### src/rtl/majority_voter.sv
// Registered bitwise 2-of-3 (TMR) majority voter with sticky per-copy fault flags.
// Optional saturating disagreement counter enabled by `define MAJORITY_VOTER_ERR_CNT_EN.
module majority_voter #(
   parameter int unsigned WIDTH = 1,
   parameter int unsigned CNT_W = 16
) (
   input  logic             clk,
   input  logic             rst,
   input  logic             in_valid,
   input  logic [WIDTH-1:0] a,
   input  logic [WIDTH-1:0] b,
   input  logic [WIDTH-1:0] c,
   input  logic             clr_faults,
   output logic [WIDTH-1:0] f,
   output logic             out_valid,
   output logic             disagree,
   output logic             fault_a,
   output logic             fault_b,
   output logic             fault_c
`ifdef MAJORITY_VOTER_ERR_CNT_EN
   ,
   output logic [CNT_W-1:0] err_cnt
`endif
);

   // Reject out-of-range configurations at elaboration.
   if (WIDTH < 1 || WIDTH > 64 || CNT_W < 1 || CNT_W > 32) begin : g_param_check
      $error("majority_voter: WIDTH must be 1..64 and CNT_W 1..32");
   end

   logic [WIDTH-1:0] vote_c;
   logic             mismatch_c;
   logic             lose_a_c;
   logic             lose_b_c;
   logic             lose_c_c;

   // Per-lane vote plus loser detection; loser terms are gated so idle X inputs never leak.
   always_comb begin
      vote_c     = (a & b) | (a & c) | (b & c);
      mismatch_c = |((a ^ b) | (a ^ c));
      lose_a_c   = in_valid & (|(a ^ vote_c));
      lose_b_c   = in_valid & (|(b ^ vote_c));
      lose_c_c   = in_valid & (|(c ^ vote_c));
   end

   always_ff @(posedge clk or posedge rst) begin
      if (rst) begin
         f         <= '0;
         out_valid <= 1'b0;
         disagree  <= 1'b0;
      end else begin
         out_valid <= in_valid;
         if (in_valid) begin
            f        <= vote_c;
            disagree <= mismatch_c;
         end
      end
   end

   // Sticky flags: a new loss event in the same cycle overrides a clear.
   always_ff @(posedge clk or posedge rst) begin
      if (rst) begin
         fault_a <= 1'b0;
         fault_b <= 1'b0;
         fault_c <= 1'b0;
      end else begin
         fault_a <= (fault_a & ~clr_faults) | lose_a_c;
         fault_b <= (fault_b & ~clr_faults) | lose_b_c;
         fault_c <= (fault_c & ~clr_faults) | lose_c_c;
      end
   end

`ifdef MAJORITY_VOTER_ERR_CNT_EN
   // Saturating count of voted words that showed any disagreement.
   always_ff @(posedge clk or posedge rst) begin
      if (rst) begin
         err_cnt <= '0;
      end else if (in_valid && mismatch_c && (err_cnt != {CNT_W{1'b1}})) begin
         err_cnt <= err_cnt + CNT_W'(1);
      end
   end
`endif

endmodule

### config.mk
export PLATFORM = sky130hd
export DESIGN_NAME = majority_voter
export DESIGN_NICKNAME = d
export VERILOG_FILES = /design/src/rtl/majority_voter.sv
export SDC_FILE = /design/constraint.sdc
export NUM_CORES = 1
export LEC_CHECK = 0
export CORE_AREA = 2 2 39 41
export DETAILED_ROUTE_END_ITERATION = 7
export DIE_AREA = 0 0 41 43
export SLEW_MARGIN = 20
export SYNTH_ARGS = -nofsm -noshare
export SYNTH_HDL_FRONTEND = slang
export SYNTH_SLANG_ARGS = --single-unit
### constraint.sdc
create_clock -name clk -period 1 [get_ports clk]
set_input_delay 0.1 -clock clk [delete_from_list [all_inputs] [get_ports clk]]
set_output_delay 0.1 -clock clk [all_outputs]
set_load 0.03 [all_outputs]
==> metrics.cfg <==
[worst_setup_path]
cp_top_family = simple AND/OR/NAND/NOR gates
cp-start-kind = input pin
critPathBufInv = 1
r2r_end = fault_c
rr_worst_depth = 1
cp_cell_sequence = buf_4 -> ha_4 -> or4b_1 -> o21ai_1 -> a22o_2
worstReg2RegStart = fault_c
slowest_stage = or4b_1
rrSetupSlack_ns = 0.26
cp-end-kind = flop
worst-setup-path-type = input pin to flop
worstPathRequired_ns = 1.18
worstPathArrival_ns = 1.12
crit_fanout = 4
worst_path_largest_cell_delay_ns = 0.49

[sta]
worst_slack_ns = 0.0588
tightest_slew_ns = 0.265
rsz0062_at_grt = no
max_freq_mhz = 1060
finalCritPeriodShare_pct = 94.1
final-hold-violation-count = 0
finalCriticalPeriod_ns = 0.941
setup_viol = 0
slew_viol_final = 0
relSlewSlack_pct = 82.3
fin_worst_skew_ns = 0

[drt]
drt-initial-drc-count = 0
detail-route-antenna-nets = 0
dr.pass1.iters = 1
drc_errors = 0
routed_via_density = 4.19
wl_per_cell_um = 9.97
num_vias = 260
finalWirelength_um = 618

[cells_and_area]
postLayoutCoreUtil_pct = 35.6
drive_above_1_share_pct = 50.0
diodes = 0
stdcell_count = 62
syn_to_final_growth_pct = 71.3
n_fill_cell = 141
postLayoutCellArea_um2 = 493
nNetsFinal = 57

[die]
io_pins = 13
die-area_um2 = 1760
die_w_um = 41
rows = 14
core_area_um2 = 1380
fp.dieH_um = 43
start_util_pct = 20.8

[clock_tree]
clk_pin_slew_worst_paths_ns = 0.04
root_buffer = clkbuf_4
clk_latency_ns = 0.24
cts_tree = built
h-tree-depth = 1
clkSinkCount = 6
cts_buffer_depth = 2
cts_inserted_buffers = 3
cts_hold_buffers = 0

[power]
comb_power_share_pct = 30.1
p_leak_uw = 0.000229
pwr-share-clk_pct = 30.4
switching_share_pct = 29.1
internal_power_uw = 509
pwr-share-seq_pct = 39.6
power_uw = 718
power_density_nw_per_um2 = 1460
p_switching_uw = 209
irDropWorstVdd_uv = 350

[synthesis]
syn_area_per_cell_um2 = 11.5
synth_cell_types = 11
yosys_warnings = 0
syn_nets = 34
netlist_area_um2 = 288
synth.yosys.seq_area_share_pct = 52.2
synth_cells = 25
synth_seq_cells = 6

[min_path]
hold_path_class = input pin to async pin

[global_routing]
overflow = 0
grt.total_usage_pct = 8.84
antenna_found_initial = 0
grt_max_degree = 9
grt_pass1_wl_um = 1020
grt_pass1_vias = 268

[placed_design]
placed_area_um2 = 458
dp_cells = 57
io_buffers = 12
dp_slack_ns = -0.596
dpl.hpwl_um = 473
gp_congestion = 0.604

[flow_run]
cap_violations = 0

[outcome]
status = finished, final reports clean

==> synthesized netlist by cell type <==
cell / instances / area [um^2]
xnor2_1: 1 / 8.76
or4b_1: 2 / 20.0
nor2_1: 4 / 15.0
a211oi_2: 1 / 12.5
inv_1: 2 / 7.51
o21ai_0: 2 / 10.0
a22o_2: 2 / 20.0
ha_1: 2 / 25.0
dfrtp_1: 6 / 150
a21oi_1: 2 / 10.0
a22o_1: 1 / 8.76
==> cell families after synthesis <==
family / Yosys count / share of synthesized area, %
DFF: 6 / 52.2
AOI/OAI and AO/OA: 8 / 21.3
adders and majority gates: 2 / 8.69
and+or+nand+nor: 6 / 12.2
xor gates and xnor gates: 1 / 3.04
buffers and inverters: 2 / 2.61
==> sequential cells by signal, indices dropped and copies added, names as in the netlist <==
| signal | flops |
|---|---|
| disagree | 1 |
| f | 1 |
| fault_a | 1 |
| fault_b | 1 |
| fault_c | 1 |
| out_valid | 1 |
==> layer usage <==
layer	track usage [%]	vias to the layer above	part of all wire (%)	wire length, um
met5	0	-	0	0
met4	10.0	0	2.3	14
met2	13.4	13	46	282
li1	-	134	-	-
met3	0	2	8.4	52
met1	9.65	111	43	268
==> power groups by stage <==
| stage | Clock [uW] | Sequential, uW | Combinational [uW] |
|---|---|---|---|
| floorplan | 0 | 339 | 58.4 |
| global placement | 0 | 286 | 211 |
| detailed placement | 0 | 288 | 212 |
| CTS | 228 | 284 | 214 |
| global route | 231 | 286 | 239 |
| finish | 218 | 284 | 216 |
==> cell type report <==
cell class | instances | area (um^2) | area share, %
Multi-Input combinational cell | 17 | 155 | 31.5
Tap cell | 16 | 20.0 | 4.06
Sequential cell | 6 | 150 | 30.5
Inverter | 2 | 7.51 | 1.52
Clock buffer | 3 | 22.5 | 4.57
Timing Repair Buffer | 18 | 138 | 27.9
==> per-stage QoR <==
stage	hold WS (ns)	setup TNS (ns)
final	0.0736	0
after global routing	0.124	0
after CTS	0.0758	0
after detailed placement	0.337	-2.39
after global placement	0.330	-2.29
after floorplan	-0.109	0
==> cell usage in the layout (no fill, tap or decap) <==
cell             synthesis  layout
buf_4                    0      13
dfrtp_1                  6       6
nor2_1                   4       4
clkbuf_4                 0       3
clkdlybuf4s50_1          0       3
a21oi_1                  2       2
inv_1                    2       2
or4b_1                   2       2
o21ai_1                  0       2
a22o_2                   2       2
ha_4                     0       2
buf_2                    0       2
a211oi_2                 1       1
xnor2_1                  1       1
a22o_1                   1       1
==> worst max-delay path by stage <==
stage	from	to	slack, ns	depth (start not counted)
finish	a	fault_c	0.06	5
global route	a	fault_c	0.01	5
CTS	a	fault_c	0.04	5
detailed placement	a	fault_c	-0.60	5
global placement	a	fault_b	-0.57	5
floorplan	a	fault_b	0.004	4
==> repair_timing <==
item	4_1_cts	5_1_grt
gates cloned	0	0
resized for setup	13	2
endpoints found under the hold margin	0	0
endpoints found under the setup margin	5	2
setup buffers	1	1
pin swaps	4	4
Power figures use the tool's default switching activity.
